--- config.mk ---
export PLATFORM = sky130hd
export DESIGN_NAME = mem_access_flat
export DESIGN_NICKNAME = d
export VERILOG_FILES = /design/src/rtl/mem_access_if.sv /design/src/rtl/mem_access.sv /design/src/flat_wrapper.sv
export SDC_FILE = /design/constraint.sdc
export NUM_CORES = 1
export LEC_CHECK = 0
export CAP_MARGIN = 20
export CORE_AREA = 3 3 134 136
export DETAILED_ROUTE_END_ITERATION = 7
export DIE_AREA = 0 0 137 139
export GPL_ROUTABILITY_DRIVEN = 0
export PLACE_DENSITY = 0.76
export SYNTH_ARGS = -nofsm -noshare
export SYNTH_HDL_FRONTEND = slang
export SYNTH_SLANG_ARGS = --single-unit
export TNS_END_PERCENT = 20
--- constraint.sdc ---
create_clock -name clk -period 5 [get_ports clk]
set_input_delay 1.25 -clock clk [delete_from_list [all_inputs] [get_ports clk]]
set_output_delay 1.25 -clock clk [all_outputs]
set_load 0.01 [all_outputs]
--- src/rtl/mem_access_if.sv ---
// Memory-side bus of the mem_access stage: one outstanding word request,
// completed by a mem_ready pulse that also qualifies mem_rdata.
interface mem_access_if;
   logic        mem_req;
   logic        mem_we;
   logic [31:0] mem_addr;
   logic [31:0] mem_wdata;
   logic [3:0]  mem_wstrb;
   logic        mem_ready;
   logic [31:0] mem_rdata;

   modport master (
      output mem_req, mem_we, mem_addr, mem_wdata, mem_wstrb,
      input  mem_ready, mem_rdata
   );

   modport slave (
      input  mem_req, mem_we, mem_addr, mem_wdata, mem_wstrb,
      output mem_ready, mem_rdata
   );
endinterface

--- src/rtl/mem_access.sv ---
// Pipeline memory-access stage: holds one op, issues its word access and stalls upstream until mem_ready.
// Define MEM_ACCESS_MISALIGN_EN to trap misaligned half/word accesses instead of issuing them.
module mem_access (
   input  logic         clk,
   input  logic         rst,
   input  logic         in_MemRead,
   input  logic         in_MemWrite,
   input  logic         in_RegWrite,
   input  logic         in_MemToReg,
   input  logic [4:0]   in_RegDest,
   input  logic [2:0]   in_funct3,
   input  logic [31:0]  alu_result,
   input  logic [31:0]  rs2_value,
   output logic         stall,
   mem_access_if.master bus,
   output logic         out_RegWrite,
   output logic         out_MemToReg,
   output logic [4:0]   out_RegDest,
   output logic [31:0]  out_alu_result,
   output logic [31:0]  out_mem_data,
   output logic         out_misaligned
);

   typedef enum logic {IDLE, ACCESS} state_t;

   typedef struct packed {
      logic        memRead;
      logic        regWrite;
      logic        memToReg;
      logic        misaligned;
      logic [4:0]  regDest;
      logic [2:0]  funct3;
      logic [31:0] alu;
   } op_t;

   state_t      state, nextState;
   op_t         held, capOp;
   logic [1:0]  lane;
   logic [3:0]  capStrb;
   logic [31:0] capWdata;
   logic        capMis;
   logic        capMem;
   logic [7:0]  ldByte;
   logic [15:0] ldHalf;
   logic [31:0] loadData;

   assign lane   = alu_result[1:0];
   assign capMem = in_MemRead | in_MemWrite;

`ifdef MEM_ACCESS_MISALIGN_EN
   logic isByte, isHalf;
   // Loads use funct3[2] as the unsigned flag; stores treat anything past 001 as a word.
   always_comb begin
      isByte = in_MemWrite ? (in_funct3 == 3'b000) : (in_funct3[1:0] == 2'b00);
      isHalf = in_MemWrite ? (in_funct3 == 3'b001) : (in_funct3[1:0] == 2'b01);
   end
   assign capMis = capMem && (isHalf ? lane[0] : (!isByte && (lane != 2'b00)));
`else
   assign capMis = 1'b0;
`endif

   always_comb begin
      capStrb  = 4'b1111;
      capWdata = rs2_value;
      case (in_funct3)
         3'b000: begin
            capStrb  = 4'b0001 << lane;
            capWdata = {4{rs2_value[7:0]}};
         end
         3'b001: begin
            capStrb  = 4'b0011 << {lane[1], 1'b0};
            capWdata = {2{rs2_value[15:0]}};
         end
         default: ;
      endcase
      if (!in_MemWrite) capStrb = 4'b0000;
   end

   always_comb begin
      capOp            = '0;
      capOp.memRead    = in_MemRead;
      capOp.regWrite   = in_RegWrite;
      capOp.memToReg   = in_MemToReg;
      capOp.misaligned = capMis;
      capOp.regDest    = in_RegDest;
      capOp.funct3     = in_funct3;
      capOp.alu        = alu_result;
   end

   always_comb begin
      ldByte = bus.mem_rdata[7:0];
      case (held.alu[1:0])
         2'd1:    ldByte = bus.mem_rdata[15:8];
         2'd2:    ldByte = bus.mem_rdata[23:16];
         2'd3:    ldByte = bus.mem_rdata[31:24];
         default: ;
      endcase
      ldHalf = held.alu[1] ? bus.mem_rdata[31:16] : bus.mem_rdata[15:0];
      case (held.funct3)
         3'b000:  loadData = {{24{ldByte[7]}}, ldByte};
         3'b100:  loadData = {24'h0, ldByte};
         3'b001:  loadData = {{16{ldHalf[15]}}, ldHalf};
         3'b101:  loadData = {16'h0, ldHalf};
         default: loadData = bus.mem_rdata;
      endcase
   end

   always_ff @(posedge clk or posedge rst) begin
      if (rst) state <= IDLE;
      else     state <= nextState;
   end

   // Any edge without stall both retires the held op and captures the next one.
   always_comb begin
      stall     = (state == ACCESS) && !bus.mem_ready;
      nextState = state;
      if (!stall) nextState = (capMem && !capMis) ? ACCESS : IDLE;
   end

   assign bus.mem_req = (state == ACCESS);

   always_ff @(posedge clk or posedge rst) begin
      if (rst) begin
         held           <= '0;
         bus.mem_we     <= 1'b0;
         bus.mem_addr   <= '0;
         bus.mem_wdata  <= '0;
         bus.mem_wstrb  <= '0;
         out_RegWrite   <= 1'b0;
         out_MemToReg   <= 1'b0;
         out_RegDest    <= '0;
         out_alu_result <= '0;
         out_mem_data   <= '0;
         out_misaligned <= 1'b0;
      end else if (!stall) begin
         out_RegWrite   <= held.regWrite && !held.misaligned;
         out_MemToReg   <= held.memToReg;
         out_RegDest    <= held.regDest;
         out_alu_result <= held.alu;
         out_mem_data   <= (held.memRead && !held.misaligned) ? loadData : 32'h0;
         out_misaligned <= held.misaligned;
         held           <= capOp;
         bus.mem_we     <= in_MemWrite;
         bus.mem_addr   <= {alu_result[31:2], 2'b00};
         bus.mem_wdata  <= capWdata;
         bus.mem_wstrb  <= capStrb;
      end else begin
         out_RegWrite   <= 1'b0;
         out_misaligned <= 1'b0;
      end
   end

endmodule

--- src/flat_wrapper.sv ---
// flat-port wrapper written by rule: the top's interface ports become plain ports
module mem_access_flat 
  (clk, rst, in_MemRead, in_MemWrite, in_RegWrite, in_MemToReg, in_RegDest, in_funct3, alu_result, rs2_value, stall, out_RegWrite, out_MemToReg, out_RegDest, out_alu_result, out_mem_data, out_misaligned, bus_mem_req, bus_mem_we, bus_mem_addr, bus_mem_wdata, bus_mem_wstrb, bus_mem_ready, bus_mem_rdata);
  mem_access_if bus_i ();
  input  logic clk;
  input  logic rst;
  input  logic in_MemRead;
  input  logic in_MemWrite;
  input  logic in_RegWrite;
  input  logic in_MemToReg;
  input  logic [4:0] in_RegDest;
  input  logic [2:0] in_funct3;
  input  logic [31:0] alu_result;
  input  logic [31:0] rs2_value;
  output logic stall;
  output logic out_RegWrite;
  output logic out_MemToReg;
  output logic [4:0] out_RegDest;
  output logic [31:0] out_alu_result;
  output logic [31:0] out_mem_data;
  output logic out_misaligned;
  output wire logic [$bits(bus_i.mem_req)-1:0] bus_mem_req;
  output wire logic [$bits(bus_i.mem_we)-1:0] bus_mem_we;
  output wire logic [$bits(bus_i.mem_addr)-1:0] bus_mem_addr;
  output wire logic [$bits(bus_i.mem_wdata)-1:0] bus_mem_wdata;
  output wire logic [$bits(bus_i.mem_wstrb)-1:0] bus_mem_wstrb;
  input wire logic [$bits(bus_i.mem_ready)-1:0] bus_mem_ready;
  input wire logic [$bits(bus_i.mem_rdata)-1:0] bus_mem_rdata;
  assign bus_mem_req = bus_i.mem_req;
  assign bus_mem_we = bus_i.mem_we;
  assign bus_mem_addr = bus_i.mem_addr;
  assign bus_mem_wdata = bus_i.mem_wdata;
  assign bus_mem_wstrb = bus_i.mem_wstrb;
  assign bus_i.mem_ready = bus_mem_ready;
  assign bus_i.mem_rdata = bus_mem_rdata;
  mem_access u_core (.clk(clk), .rst(rst), .in_MemRead(in_MemRead), .in_MemWrite(in_MemWrite), .in_RegWrite(in_RegWrite), .in_MemToReg(in_MemToReg), .in_RegDest(in_RegDest), .in_funct3(in_funct3), .alu_result(alu_result), .rs2_value(rs2_value), .stall(stall), .bus(bus_i), .out_RegWrite(out_RegWrite), .out_MemToReg(out_MemToReg), .out_RegDest(out_RegDest), .out_alu_result(out_alu_result), .out_mem_data(out_mem_data), .out_misaligned(out_misaligned));
endmodule
# Word-level counts from Yosys, hierarchy flattened
# Index checks and enable logic that the tools add are counted.
# W data, S select, Z words.
dict set report totals {
  in_bits 111
  regBits 182
  output_inout_bits 143
  elab_cells 39
}
dict set report op_classes {
  n_reduce_logical 4
  eq_ne 7
  bitwise 1
  shift 2
  mux 9
}
# op count
set op_table {}
lappend op_table {{$pmux W32 S4} 1}
lappend op_table {{$pmux W32 S2} 1}
lappend op_table {{$mux W32} 1}
lappend op_table {{$pmux W8 S3} 1}
lappend op_table {{$mux W16} 1}
lappend op_table {{$pmux W4 S2} 1}
lappend op_table {{$eq A3 B1 Y1 const B} 2}
lappend op_table {{$eq A3 B3 Y1 const B} 2}
lappend op_table {{$logic_not A3 Y1} 2}
lappend op_table {{$eq A2 B2 Y1 const B} 2}
lappend op_table {{$mux W4} 1}
lappend op_table {{$shl A1 B2 Y4 const A} 1}
lappend op_table {{$shl A2 B2 Y4 const A} 1}
lappend op_table {{$eq A2 B1 Y1 const B} 1}
lappend op_table {{$mux W1} 2}
lappend op_table {{$logic_and A1 B1 Y1} 1}
lappend op_table {{$logic_not A1 Y1} 1}
lappend op_table {{$or A1 B1 Y1} 1}

# Logic depth before layout (Yosys ltp)
dict set report depth {
  depth_word 4
  depth_mapped 7
  mapped_depth_nobuf 4
}

# Worst setup path before layout
# No wires, ideal clock.
dict set report synth_path {
  path_kind {input to output}
  startpoint {in bus_mem_ready}
  endpoint {out stall}
  t_arrival_ps 2248
  path_stages 5
  required_time_ps 3750
  path_buffers 3
  setup_slack_ps 1502
  path_cell_list {nand2b_1 > clkbuf_1 > clkinv_1 > clkbuf_1 > clkbuf_1}
}
dict set report synth_via {
  elab_chain_cells 2
}
# element line
set synth_rtl {}
lappend synth_rtl {{start, declared} flat_wrapper.sv:27} ;# input wire logic [$bits(bus_i.mem_ready)-1:0] bus_mem_ready;
lappend synth_rtl {{$logic_not A1 Y1} mem_access.sv:115} ;# stall = (state == ACCESS) && !bus.mem_ready;
lappend synth_rtl {{$logic_and A1 B1 Y1} mem_access.sv:115}
lappend synth_rtl {{end, declared} flat_wrapper.sv:15} ;# output logic stall;
# Every way passes these cells.

# Worst setup path after layout
# Ends and elaborated chain as after synthesis.

==> flow_summary.ini <==
[outcome]
status = finished clean

[synthesis]
synth-seq-cells = 152
synthesis.area_mm2 = 0.00675
yosysWarningCount = 0
synth_edf_count = 0
yosysTopAreaCell = dfrtp_1
synth_ff_type = dfrtp_1
synth_area_leaders = dfrtp_1 (56%), nand2_1 (17%), mux2i_1 (4.4%), o21ai_0 (4.0%), buf_4 (3.7%)
netlist_instances = 718
synth_top_area_share = 0.563
synth_cell_types = 36
seq_area_frac_synth = 0.563
async_flop_share = 1.00
avgSynthCellArea_um2 = 9.40

[layout]
diodes = 0
drive_gt1_frac = 0.0667
area_delta_synth_final_pct = 45.1
finalNonFillerCells = 1155
design_area_mm2 = 0.00979
nets = 1029
final_util = 0.574

[sta]
min_period_over_period = 0.791
setup_violations = 0
final-hold-violation-count = 0
finalWorstSetupSlack_ps = 1040
fin_skew_ps = 10.3
fin_crit_ps = 3960
fmax_mhz = 253
worst_pin_slew_ps = 1070
drv_slew = 0
maxSlewHeadroom = 0.284
rsz0062_at_grt = false
setup_tns_ps = 0

[placement]
dp_cells = 1123
hpwl_um = 12700
place_area_mm2 = 0.00918
dp_slack_ps = 1020
portBuffers = 250

[routing]
ant_nets = 0
drt_wl_total_um = 18200
drtIter0Drc = 349
drc = 0
num_vias = 5620
firstDrtPassIters = 4
wire_per_inst_um = 15.7
vias_per_cell = 4.87

[worst_hold_path]
hold_path.startpoint = u_core.held[42]
hold_class = reg -> reg
hold_depth = 2
holdPathEnd = u_core.held[42]

[clocking]
clk_pin_slew_ps = 60
numCtsBuffers = 17
tritoncts = yes
postCtsResizedCells = 0
cts_hold_buf = 0
clock_path_buffers = 2
worstSkewPairLatency_ps = 420
cts_max_level = 4
root_buffer = clkbuf_16
cts_sinks = 152
post_cts_buffers = 0

[die]
die-area_mm2 = 0.0190
num_rows = 48
io_pins = 254
coreArea_mm2 = 0.0171
die_y_um = 139
die_width_um = 137
initial_utilization = 0.396

[global_route]
antenna_found_initial = 0
grt_pass1_vias = 5523
grt.total_usage = 0.191
grt_max_degree = 153
grt_pass1_wl_um = 28900
grt-ovfl-total = 0

[pwr]
p_sw_uw = 924
comb_power_share = 0.214
p_clk_frac = 0.368
intPower_uw = 2610
leakage_uw = 0.00449
p_seq_frac = 0.418
ir_drop_v = 0.000220
switching_share = 0.261
powerDensity_mw_per_mm2 = 361

[setup_path]
path_class = in -> out
worstRegToRegCells = 5
arrival_ps = 2710
end_kind = primary output
worstSetupStartpointType = input port
slowest_delay_ps = 610
path_cells = clkdlybuf4s50_1 > nand2b_4 > inv_6 > clkdlybuf4s50_1
critical_path.slowest_cell = clkdlybuf4s50_1
critPathRequiredTime_ps = 3750
worstReg2RegEnd = u_core.out_mem_data[30]
rr_startpoint = u_core.bus.mem_req
path_delay_family = buffers and inverters
cp_max_fo = 49
critPathBufInv = 3
worst-r2r-setup-slack_ps = 2410
cpMostUsedCell = clkdlybuf4s50_1

[run]
cap_violations = 0
## worst register-to-register path: stages (launching register included)
cell,delay (ps)
dfrtp_1,410
nand2b_4,100
buf_4,760
nand2_1,290
a2111oi_4,730
a221o_2,230
## kinds of logic (layout without fill, tap and decap cells)
family	after synthesis	after routing	share of synthesized area
AND/OR/NAND/NOR	330	330	0.194
flip-flops	152	152	0.563
AO/OA/AOI/OAI	115	115	0.117
buffers and inverters	82	292	0.0663
multiplexers	38	38	0.0578
other	1	3	0.000555
## synth_stat cells, types with 2 or more instances
| master | n |
|---|---|
| a2111oi_0 | 3 |
| a21o_1 | 3 |
| a21oi_1 | 8 |
| a221o_1 | 4 |
| a221o_2 | 13 |
| a22o_1 | 4 |
| a22oi_1 | 14 |
| and2_1 | 8 |
| buf_1 | 4 |
| buf_4 | 33 |
| buf_6 | 2 |
| clkbuf_1 | 37 |
| dfrtp_1 | 152 |
| inv_1 | 4 |
| mux2_2 | 8 |
| mux2i_1 | 30 |
| nand2_1 | 300 |
| nand2b_1 | 7 |
| nor2_1 | 3 |
| nor2b_1 | 2 |
| nor3_1 | 3 |
| o21a_1 | 8 |
| o21ai_0 | 54 |
| o22ai_1 | 2 |
## sequential cells by signal, indices dropped and copies added, names as in the netlist
register,cells
u_core.bus.mem_addr,1
u_core.bus.mem_req,1
u_core.bus.mem_wdata,32
u_core.bus.mem_we,1
u_core.bus.mem_wstrb,4
u_core.held,42
u_core.out_MemToReg,1
u_core.out_RegDest,5
u_core.out_RegWrite,1
u_core.out_alu_result,32
u_core.out_mem_data,32
## power groups by stage
stage / sequential (uW) / clock (uW) / combinational (uW)
3_5_place_dp: 1500 / 0 / 764
3_3_place_gp: 1500 / 0 / 754
4_1_cts: 1480 / 1330 / 767
5_1_grt: 1500 / 1390 / 823
6_report: 1480 / 1300 / 755
2_1_floorplan: 1530 / 0 / 314
## per-layer routing
layer | GRT usage | vias up | wire length, um
met1 | 0.237 | 2674 | 7420
met3 | 0.0479 | 37 | 1140
met4 | 0.0793 | 0 | 532
met5 | 0 | - | 0
met2 | 0.317 | 170 | 9080
li1 | - | 2739 | -
## through the flow
stage	hold WS [ps]	power, uW
floorplan	430	1840
global placement	445	2250
detailed placement	449	2260
CTS	462	3580
global route	484	3710
finish	458	3540
## final cells by class
type | count | area (um2)
clock inverter | 8 | 120
multi-input combinational | 486 | 2510
tap | 225 | 282
fill | 1568 | 7260
clock buffer | 23 | 478
timing repair buffer | 256 | 2570
sequential | 152 | 3800
inverter | 5 | 27.5
## worst max-delay path by stage
| stage | depth (start not counted) | startpoint | end |
|---|---|---|---|
| 2_1_floorplan | 5 | bus_mem_ready | stall |
| 3_3_place_gp | 4 | bus_mem_ready | stall |
| 3_5_place_dp | 6 | bus_mem_ready | u_core.out_mem_data[30] |
| 4_1_cts | 4 | bus_mem_ready | stall |
| 5_1_grt | 4 | bus_mem_ready | stall |
| 6_report | 4 | bus_mem_ready | stall |
## layout by cell type (no fill, tap or decap), types with 2 or more instances in the layout
cell / Yosys / routed
clkbuf_1: 37 / 3
dfrtp_1: 152 / 152
a22oi_1: 14 / 14
o21a_1: 8 / 8
nand2b_1: 7 / 6
conb_1: 1 / 3
buf_4: 33 / 4
clkbuf_8: 0 / 3
a21oi_1: 8 / 8
clkdlybuf4s50_1: 0 / 250
nor2b_1: 2 / 2
bufinv_16: 0 / 3
a221o_2: 13 / 13
nor2_1: 3 / 3
and2_1: 8 / 8
inv_1: 4 / 3
mux2_2: 8 / 8
a21o_1: 3 / 3
a22o_1: 4 / 4
clkbuf_16: 0 / 17
nor3_1: 3 / 3
clkinvlp_4: 0 / 3
clkinv_2: 0 / 3
nand2_1: 300 / 300
a2111oi_0: 3 / 3
o22ai_1: 2 / 2
o21ai_0: 54 / 54
mux2i_1: 30 / 30
a221o_1: 4 / 4
Note: power is estimated with default switching activity, not from simulation.
